## src/rtl/pair_match_ctrl.sv

```systemverilog
// ---------------------------------------------------------------------------
// pair_match_ctrl
//
// Grid controller for the pair-matching game. Tracks a cursor over a
// ROWS x COLS board, lets the player pick two cards, fetches both tile IDs
// from an external board ROM, and either removes the pair (match) or blinks
// it for BLINK_CYC cycles before deselecting (mismatch).
//
// Build option:
//   CURSOR_WRAP_EN  - when defined, cursor moves past an edge wrap to the
//                     opposite row/column; otherwise the cursor saturates.
//
// Ports:
//   clk, rst                 clock, synchronous active-high reset
//   up/down/left/right       single-cycle move pulses (priority in that order)
//   s                        single-cycle select pulse
//   tile_addr  [IW-1:0]      registered board ROM address
//   tile_id    [ID_W-1:0]    board ROM data, valid one cycle after tile_addr
//   cur_bus    [N-1:0]       one-hot cursor, bit = row*COLS+col
//   sel_bus    [N-1:0]       currently selected cards
//   hidden_bus [N-1:0]       matched/removed cards
//   blink_bus  [N-1:0]       cards blinking after a mismatch
//   ms / mf                  one-cycle match-success / match-fail pulses
//   pair_cnt   [IW-1:0]      matched pairs since reset (saturates at N/2)
//   all_clear                sticky flag, set when pair_cnt reaches N/2
// ---------------------------------------------------------------------------
module pair_match_ctrl #(
    parameter int ROWS      = 6,
    parameter int COLS      = 6,
    parameter int ID_W      = 8,
    parameter int BLINK_CYC = 50000000,
    localparam int N        = ROWS * COLS,
    localparam int IW       = (N > 1) ? $clog2(N) : 1
) (
    input  logic            clk,
    input  logic            rst,
    input  logic            up,
    input  logic            down,
    input  logic            left,
    input  logic            right,
    input  logic            s,
    output logic [IW-1:0]   tile_addr,
    input  logic [ID_W-1:0] tile_id,
    output logic [N-1:0]    cur_bus,
    output logic [N-1:0]    sel_bus,
    output logic [N-1:0]    hidden_bus,
    output logic [N-1:0]    blink_bus,
    output logic            ms,
    output logic            mf,
    output logic [IW-1:0]   pair_cnt,
    output logic            all_clear
);

    // -----------------------------------------------------------------------
    // Derived constants
    // -----------------------------------------------------------------------
    localparam int RW    = (ROWS > 1) ? $clog2(ROWS) : 1;
    localparam int CW    = (COLS > 1) ? $clog2(COLS) : 1;
    localparam int CNT_W = (BLINK_CYC > 1) ? $clog2(BLINK_CYC) : 1;
    localparam int HALF  = N / 2;

    localparam logic [RW-1:0]    ROW_MAX  = RW'(ROWS - 1);
    localparam logic [CW-1:0]    COL_MAX  = CW'(COLS - 1);
    localparam logic [N-1:0]     ONE_HOT0 = N'(1);
    localparam logic [CNT_W-1:0] CNT_INIT = CNT_W'(BLINK_CYC - 1);

`ifdef CURSOR_WRAP_EN
    localparam bit WRAP = 1'b1;
`else
    localparam bit WRAP = 1'b0;
`endif

    // -----------------------------------------------------------------------
    // State encoding
    // -----------------------------------------------------------------------
    typedef enum logic [2:0] {
        IDLE,
        SEL1,
        FETCH_A,
        FETCH_B,
        COMPARE,
        BLINK
    } state_t;

    state_t r_state;
    state_t w_state_nxt;

    // -----------------------------------------------------------------------
    // Registers
    // -----------------------------------------------------------------------
    logic [RW-1:0]    r_row;
    logic [CW-1:0]    r_col;
    logic [IW-1:0]    r_idx_a;
    logic [IW-1:0]    r_idx_b;
    logic [ID_W-1:0]  r_id_a;
    logic [IW-1:0]    r_tile_addr;
    logic [N-1:0]     r_sel;
    logic [N-1:0]     r_hidden;
    logic [N-1:0]     r_blink;
    logic [CNT_W-1:0] r_blink_cnt;
    logic             r_ms;
    logic             r_mf;
    logic [IW-1:0]    r_pair_cnt;
    logic             r_all_clear;

    // -----------------------------------------------------------------------
    // Combinational helpers
    // -----------------------------------------------------------------------
    logic [RW-1:0] w_row_nxt;
    logic [CW-1:0] w_col_nxt;
    logic [IW-1:0] w_cur_idx;
    logic [N-1:0]  w_cur_bus;
    logic [N-1:0]  w_bit_a;
    logic [N-1:0]  w_bit_b;
    logic          w_cur_hidden;
    logic          w_ids_equal;

    // FSM control strobes
    logic w_sel_a;
    logic w_desel_a;
    logic w_sel_b;
    logic w_addr_a;
    logic w_addr_b;
    logic w_match;
    logic w_mismatch;
    logic w_cnt_dec;
    logic w_blink_end;

    // Cursor index and decoded masks; selection always uses the registered
    // (pre-move) cursor, so a move in the same cycle does not affect it.
    always_comb begin
        w_cur_idx    = IW'(int'(r_row) * COLS + int'(r_col));
        w_cur_bus    = ONE_HOT0 << w_cur_idx;
        w_bit_a      = ONE_HOT0 << r_idx_a;
        w_bit_b      = ONE_HOT0 << r_idx_b;
        w_cur_hidden = |(r_hidden & w_cur_bus);
        w_ids_equal  = (r_id_a == tile_id);
    end

    // Cursor movement: one move per cycle, up > down > left > right.
    always_comb begin
        w_row_nxt = r_row;
        w_col_nxt = r_col;
        if (up) begin
            if (r_row != '0) begin
                w_row_nxt = r_row - RW'(1);
            end else if (WRAP) begin
                w_row_nxt = ROW_MAX;
            end
        end else if (down) begin
            if (r_row != ROW_MAX) begin
                w_row_nxt = r_row + RW'(1);
            end else if (WRAP) begin
                w_row_nxt = '0;
            end
        end else if (left) begin
            if (r_col != '0) begin
                w_col_nxt = r_col - CW'(1);
            end else if (WRAP) begin
                w_col_nxt = COL_MAX;
            end
        end else if (right) begin
            if (r_col != COL_MAX) begin
                w_col_nxt = r_col + CW'(1);
            end else if (WRAP) begin
                w_col_nxt = '0;
            end
        end
    end

    // -----------------------------------------------------------------------
    // FSM: state register
    // -----------------------------------------------------------------------
    always_ff @(posedge clk) begin
        if (rst) begin
            r_state <= IDLE;
        end else begin
            r_state <= w_state_nxt;
        end
    end

    // -----------------------------------------------------------------------
    // FSM: next state and control strobes
    // -----------------------------------------------------------------------
    always_comb begin
        w_state_nxt = r_state;
        w_sel_a     = 1'b0;
        w_desel_a   = 1'b0;
        w_sel_b     = 1'b0;
        w_addr_a    = 1'b0;
        w_addr_b    = 1'b0;
        w_match     = 1'b0;
        w_mismatch  = 1'b0;
        w_cnt_dec   = 1'b0;
        w_blink_end = 1'b0;

        case (r_state)
            IDLE: begin
                if (s && !w_cur_hidden) begin
                    w_sel_a     = 1'b1;
                    w_state_nxt = SEL1;
                end
            end

            SEL1: begin
                if (s) begin
                    if (w_cur_idx == r_idx_a) begin
                        w_desel_a   = 1'b1;
                        w_state_nxt = IDLE;
                    end else if (!w_cur_hidden) begin
                        w_sel_b     = 1'b1;
                        w_state_nxt = FETCH_A;
                    end
                end
            end

            FETCH_A: begin
                w_addr_a    = 1'b1;
                w_state_nxt = FETCH_B;
            end

            // Captures idA from the address set in FETCH_A and launches idxB.
            FETCH_B: begin
                w_addr_b    = 1'b1;
                w_state_nxt = COMPARE;
            end

            // idB is compared straight off tile_id on this edge.
            COMPARE: begin
                if (w_ids_equal) begin
                    w_match     = 1'b1;
                    w_state_nxt = IDLE;
                end else begin
                    w_mismatch  = 1'b1;
                    w_state_nxt = BLINK;
                end
            end

            BLINK: begin
                if (r_blink_cnt == '0) begin
                    w_blink_end = 1'b1;
                    w_state_nxt = IDLE;
                end else begin
                    w_cnt_dec = 1'b1;
                end
            end

            default: begin
                w_state_nxt = IDLE;
            end
        endcase
    end

    // -----------------------------------------------------------------------
    // Datapath
    // -----------------------------------------------------------------------
    always_ff @(posedge clk) begin
        if (rst) begin
            r_row       <= '0;
            r_col       <= '0;
            r_idx_a     <= '0;
            r_idx_b     <= '0;
            r_id_a      <= '0;
            r_tile_addr <= '0;
            r_sel       <= '0;
            r_hidden    <= '0;
            r_blink     <= '0;
            r_blink_cnt <= '0;
            r_ms        <= 1'b0;
            r_mf        <= 1'b0;
            r_pair_cnt  <= '0;
            r_all_clear <= 1'b0;
        end else begin
            r_row <= w_row_nxt;
            r_col <= w_col_nxt;
            r_ms  <= w_match;
            r_mf  <= w_mismatch;

            if (w_sel_a) begin
                r_idx_a <= w_cur_idx;
                r_sel   <= r_sel | w_cur_bus;
            end

            if (w_desel_a) begin
                r_sel <= r_sel & ~w_bit_a;
            end

            if (w_sel_b) begin
                r_idx_b <= w_cur_idx;
                r_sel   <= r_sel | w_cur_bus;
            end

            if (w_addr_a) begin
                r_tile_addr <= r_idx_a;
            end

            if (w_addr_b) begin
                r_id_a      <= tile_id;
                r_tile_addr <= r_idx_b;
            end

            if (w_match) begin
                r_hidden <= r_hidden | w_bit_a | w_bit_b;
                r_sel    <= '0;
                if (int'(r_pair_cnt) < HALF) begin
                    r_pair_cnt <= r_pair_cnt + IW'(1);
                end
                if (int'(r_pair_cnt) + 1 == HALF) begin
                    r_all_clear <= 1'b1;
                end
            end

            if (w_mismatch) begin
                r_blink     <= w_bit_a | w_bit_b;
                r_blink_cnt <= CNT_INIT;
            end

            if (w_cnt_dec) begin
                r_blink_cnt <= r_blink_cnt - CNT_W'(1);
            end

            if (w_blink_end) begin
                r_blink <= '0;
                r_sel   <= '0;
            end
        end
    end

    // -----------------------------------------------------------------------
    // Outputs
    // -----------------------------------------------------------------------
    assign tile_addr  = r_tile_addr;
    assign cur_bus    = w_cur_bus;
    assign sel_bus    = r_sel;
    assign hidden_bus = r_hidden;
    assign blink_bus  = r_blink;
    assign ms         = r_ms;
    assign mf         = r_mf;
    assign pair_cnt   = r_pair_cnt;
    assign all_clear  = r_all_clear;

endmodule
```

## config.mk

```make
export PLATFORM = sky130hd
export DESIGN_NAME = pair_match_ctrl
export DESIGN_NICKNAME = d
export VERILOG_FILES = /design/src/rtl/pair_match_ctrl.sv
export SDC_FILE = /design/constraint.sdc
export NUM_CORES = 1
export LEC_CHECK = 0
export ABC_AREA = 0
export CORE_UTILIZATION = 31
export CTS_CLUSTER_DIAMETER = 40
export DETAILED_ROUTE_END_ITERATION = 10
export GPL_ROUTABILITY_DRIVEN = 0
export HOLD_SLACK_MARGIN = 0.1
export SKIP_LAST_GASP = 1
export SLEW_MARGIN = 40
export SYNTH_ARGS = -nofsm -noshare
export SYNTH_HDL_FRONTEND = slang
export SYNTH_SLANG_ARGS = --single-unit
```

## constraint.sdc

```tcl
create_clock -name clk -period 10.6 [get_ports clk]
set_input_delay 1.06 -clock clk [delete_from_list [all_inputs] [get_ports clk]]
set_output_delay 1.06 -clock clk [all_outputs]
set_load 0.01 [all_outputs]
```

== Yosys cells after proc, flatten, opt, wreduce, memory -nomap -nowiden ==
Cells that the tools add are included.

* Memory bits (read-only): 0
* Bits in writable memories: 0
* Logic and storage cells: 115
* Memories kept: 0
* Latch bits: 0
* Register bits: 178

* Add/subtract/negate cells: 8
* $mul: 1
* Shift operators: 3
* Reduce and logical (&&, ||, !) cells: 21
* Magnitude comparators: 1
* Bitwise operators: 9
* Multiplexer cells: 41
* Equality and inequality tests: 16
* Divide/modulo/power cells: 0

{| class="wikitable"
|+ Operators by type and width
! operator !! number
|-
| 36-bit bitwise OR || 4
|-
| 36-bit 2-to-1 mux || 3
|-
| 1-bit by 6-bit << shifter with 36-bit output (first input constant) || 3
|-
| 36-bit bitwise AND || 2
|-
| 26-bit 2-to-1 mux || 2
|-
| 3-bit 2-to-1 mux || 14
|-
| 36-bit NOT || 1
|-
| 36-bit OR reduction || 1
|-
| 26-bit zero test || 1
|-
| 26-bit by 1-bit subtractor with 26-bit output (second input constant) || 1
|-
| 1-bit 2-to-1 mux || 19
|-
| 3-bit one-hot mux with 6 select lines || 1
|-
| 6-bit 2-to-1 mux || 2
|-
| 2-bit nonzero test || 6
|-
| 3-bit inequality test (second input constant) || 3
|-
| 3-bit nonzero test || 3
|-
| 8-bit equality test || 1
|-
| 6-bit by 1-bit adder with 7-bit output (second input constant) || 1
|-
| 7-bit by 5-bit equality test with 1-bit output (second input constant) || 1
|-
| 3-bit by 1-bit adder with 3-bit output (second input constant) || 2
|-
| 6-bit by 1-bit adder with 6-bit output (second input constant) || 1
|-
| 6-bit by 3-bit adder with 6-bit output || 1
|-
| 3-bit by 2-bit equality test with 1-bit output (second input constant) || 2
|-
| 3-bit equality test (second input constant) || 2
|-
| other kinds (17) || 23
|}

== Logic depth before layout (Yosys ltp) ==
* Depth in word-level cells: 12
* Mapped depth: 15
* Mapped depth without buffers: 12

== Least setup slack after synthesis ==
Ideal clock, no wire load.

* Path type: reg-to-reg
* Start point: reg r_row[0]
* End point: reg r_idx_a[0]
* Setup time: 0.128 ns
* Cell stages (with the launch flop): 15
* Data arrival time: 3.302 ns
* Required time: 10.472 ns
* Path buffers: 2
* Slack: 7.170 ns
* Clock period less this slack: 3.430 ns
* Cell sequence: dfxtp_1 > inv_1 > ha_1 > inv_1 > fa_1 > buf_2 > buf_1 > nor2_1 > nand2_1 > a31oi_1 > o32ai_1 > o311ai_4 > nor4_4 > mux2i_1 > nor2_1

* Word-level cells in the longest chain between the ends: 9

{| class="wikitable"
|+ RTL lines
! item !! RTL line !! text
|-
| start, declared || 91 || <nowiki>logic [RW-1:0] r_row;</nowiki>
|-
| start signal, assigned || 274 || <nowiki>r_row <= w_row_nxt;</nowiki>
|-
| 3-bit by 2-bit multiplier with 5-bit output || 132 || <nowiki>w_cur_idx = IW'(int'(r_row) * COLS + int'(r_col));</nowiki>
|-
| 6-bit by 3-bit adder with 6-bit output || 132 ||
|-
| 1-bit by 6-bit << shifter with 36-bit output || 133 || <nowiki>w_cur_bus = ONE_HOT0 << w_cur_idx;</nowiki>
|-
| 36-bit bitwise AND || 136 || <nowiki>w_cur_hidden = |(r_hidden & w_cur_bus);</nowiki>
|-
| 36-bit OR reduction || 136 ||
|-
| 1-bit zero test || -- ||
|-
| 1-bit logical AND || 199 || <nowiki>if (s && !w_cur_hidden) begin</nowiki>
|-
| 1-bit 2-to-1 mux || 199 ||
|-
| 1-bit 2-to-1 mux || 197 || <nowiki>case (r_state)</nowiki>
|-
| end signal, assigned || 280 || <nowiki>r_idx_a <= w_cur_idx;</nowiki>
|-
| end, declared || 93 || <nowiki>logic [IW-1:0] r_idx_a;</nowiki>
|}

Every way passes these cells.
A chain may end at the register's enable or synchronous reset.

== Final worst setup path ==
* Start point: reg r_row[1]
* End point: out cur_bus[9]

* Word-level cells in the longest chain between the ends: 3

{| class="wikitable"
|+ RTL lines
! item !! RTL line !! text
|-
| 3-bit by 2-bit multiplier with 5-bit output || 132 ||
|-
| 6-bit by 3-bit adder with 6-bit output || 132 ||
|-
| 1-bit by 6-bit << shifter with 36-bit output || 133 ||
|-
| end, declared || 44 || <nowiki>output logic [N-1:0] cur_bus,</nowiki>
|}

Every way passes these cells.

==> results.cfg <==
[run_status]
status = completed

[route]
vias = 8740
route.detailed.drc = 0
routedWlPerCell_microns = 18.22
viasPerCell = 5.346
final_antenna_net_count = 0
drtPass1Iterations = 6
drt_iter0_markers = 864
routed_wl_microns = 29800

[clocking]
h-tree-depth = 4
clkLatencyLatePin_ns = 0.44
path_clk_slew_ns = 0.08
cts_buffers = 17
cts_tree = built
cts_sinks = 178
cts_buffer_depth = 2
cts.repair.resized = 0
cts_setup_buffers = 0
hold_buffers = 0
cts-root-buf = clkbuf_16

[sta]
finalSetupTns_ns = 0
worst_slew_pin_slew_ns = 0.8238
min_period_ns = 4.751
rsz0062_at_grt = false
final-max-slew-violation-count = 0
fin_crit_sh = 0.4482
finClkSkew_ns = 0.01837
timing.hold.ws_ns = 0.4644
hold_viol_final = 0
max-slew-margin-rel = 0.4508
max_clock_freq_mhz = 210.5
setup_viol = 0

[critical_path]
slowest_delay_ns = 0.95
slowest_stage = fa_1
worstSetupPathType = reg2out
cp-end-kind = output port
critPathMaxFanout = 19
r2r_setup_slack_ns = 6.18
arrival_ns = 3.69
crit_top_cell = inv_1
crit_chain = inv_1, ha_1, inv_1, fa_1, nor2b_1, nand2_1, nor2_1, clkdlybuf4s50_1
required_ns = 9.54
start_kind = flop

[layout]
final_common_cell = nor2_1
drive_above_1_share = 0.06762
num-fill-cells = 2876
final_cell_mix = 225 x nor2_1, 178 x dfxtp_1, 172 x clkdlybuf4s50_1
fin_nets = 1273
diodes = 0
area_growth_pct = 29.08

[grt]
grt_max_degree = 87
grt_pass1_wl_microns = 45710
grt-ovfl-total = 0
grt_pass1_vias = 8076
antenna_found_initial = 1
grt_util_all_layers = 0.2041

[synth]
synth_top_family_by_area = simple AND/OR/NAND/NOR gates
synthMuxAreaShare = 0.02891
ys.flop_type = dfxtp_1
synth_xor_area_frac = 0.03132
syn_avg_cell_area_sq_um = 7.905
ys_ff_latch = 178
ys_warn_count = 0
postSynth.asyncResetShare = 0
synth_cells = 1117
synth-edff-count = 0
synth-adder-area-share = 0.02324
synth_compound_area_frac = 0.1968
yosys.area_share.simple = 0.2691
yosysUniqueCellTypes = 76
netlist_area_sq_um = 8830
ys_seq_area_frac = 0.4036
syn_nets = 1146

[pwr]
p_leak_nw = 3.847
power.density_nw_per_um2 = 210.3
ir_drop_mv = 0.1344

[run]
cap_violations = 0

[placed_design]
io_buffers = 173
dp_hpwl_microns = 21880

[die]
coreArea_sq_um = 27930
initial_core_util = 0.3161
rows = 61
die_h_microns = 170.8
pin_count = 174
die_area_sq_um = 29160
die_w_microns = 170.8

[min_path]
hold_path_class = reg2reg
[Yosys cell counts, types with 9 or more instances]
cell	number	area (sq um)
buf_1	9	33.78
xnor2_1	23	201.4
clkbuf_1	49	183.9
or3_1	9	56.30
o22ai_1	44	275.3
a21oi_1	107	535.5
a211oi_1	18	135.1
ha_1	10	125.1
o21ai_0	23	115.1
nor2_1	227	852.1
nand2_1	79	296.5
mux2i_1	21	210.2
nand3_1	40	200.2
buf_2	11	55.05
inv_1	28	105.1
dfxtp_1	178	3563
o221ai_1	15	131.4
nor3_1	45	225.2
nand2b_1	14	87.58
nor2b_1	17	106.4
[per-layer routing]
| layer | part of all wire | track usage | up-vias |
|---|---|---|---|
| li1 | - | - | 4200 |
| met1 | 0.46 | 0.2885 | 4116 |
| met2 | 0.44 | 0.3074 | 380 |
| met3 | 0.081 | 0.04534 | 44 |
| met4 | 0.018 | 0.06032 | 0 |
| met5 | 0 | 0 | - |
[registers in the layout, summed over array words and instances, names as in the netlist, 6 cells and up]
signal       cells
blink_bus       36
hidden_bus      36
sel_bus         36
r_blink_cnt     26
r_id_a           8
pair_cnt         6
r_idx_a          6
r_idx_b          6
tile_addr        6
[critical path, delay by kind of cell (launching register included)]
kind / cells / cell delay, ns
adder cells (fa/ha/maj): 2 / 1.28
AND/OR/NAND/NOR: 3 / 0.82
buffers and inverters: 3 / 0.77
flip-flops: 1 / 0.39
[path summary, 6_finish.rpt]
| path | start | to | cells past startpoint |
|---|---|---|---|
| worst min-delay path | sel_bus[2] | sel_bus[2] | 2 |
| worst max register to register | r_row[1] | sel_bus[32] | 12 |
| worst max-delay path | r_row[1] | cur_bus[9] | 8 |
| worst min register to register | sel_bus[2] | sel_bus[2] | 2 |
[where the power goes]
group	leakage [nW]	internal, mW	switching (mW)
Sequential	1.44	0.708	0.0530
Clock	0.290	0.317	0.315
Combinational	2.12	0.355	0.649
Total	3.85	1.38	1.02
[through the flow]
stage / power [mW] / util / instances / worst slack, ns / instance area (sq um)
after floorplan: 1.457 / - / 1117 / 7.170 / 8830
after global placement: 1.744 / 0.3862 / 1603 / 6.175 / 10790
after detailed placement: 1.758 / 0.3869 / 1603 / 6.280 / 10810
after CTS: 2.390 / 0.4079 / 1635 / 5.845 / 11390
after global routing: 2.520 / 0.4080 / 1635 / 5.549 / 11400
final: 2.397 / 0.4080 / 1635 / 5.849 / 11400
[logic make-up (layout without fill, tap and decap cells)]
kind of cell / after synthesis / after routing
AND/OR/NAND/NOR: 500 / 500
flip-flops: 178 / 178
adder cells (fa/ha/maj): 14 / 14
XOR/XNOR: 30 / 30
AO/OA/AOI/OAI: 269 / 269
multiplexers: 25 / 25
buffers and inverters: 101 / 241
[cell type report]
| type | instances | area (sq um) | share of cell area |
|---|---|---|---|
| sequential | 178 | 3563 | 0.3127 |
| inverter | 28 | 105.1 | 0.009222 |
| clock buffer | 17 | 425.4 | 0.03733 |
| timing repair buffer | 181 | 1793 | 0.1573 |
| clock inverter | 15 | 162.7 | 0.01427 |
| tap | 378 | 473.0 | 0.04150 |
| multi-input combinational | 838 | 4875 | 0.4277 |
Power figures use the tool's default switching activity.
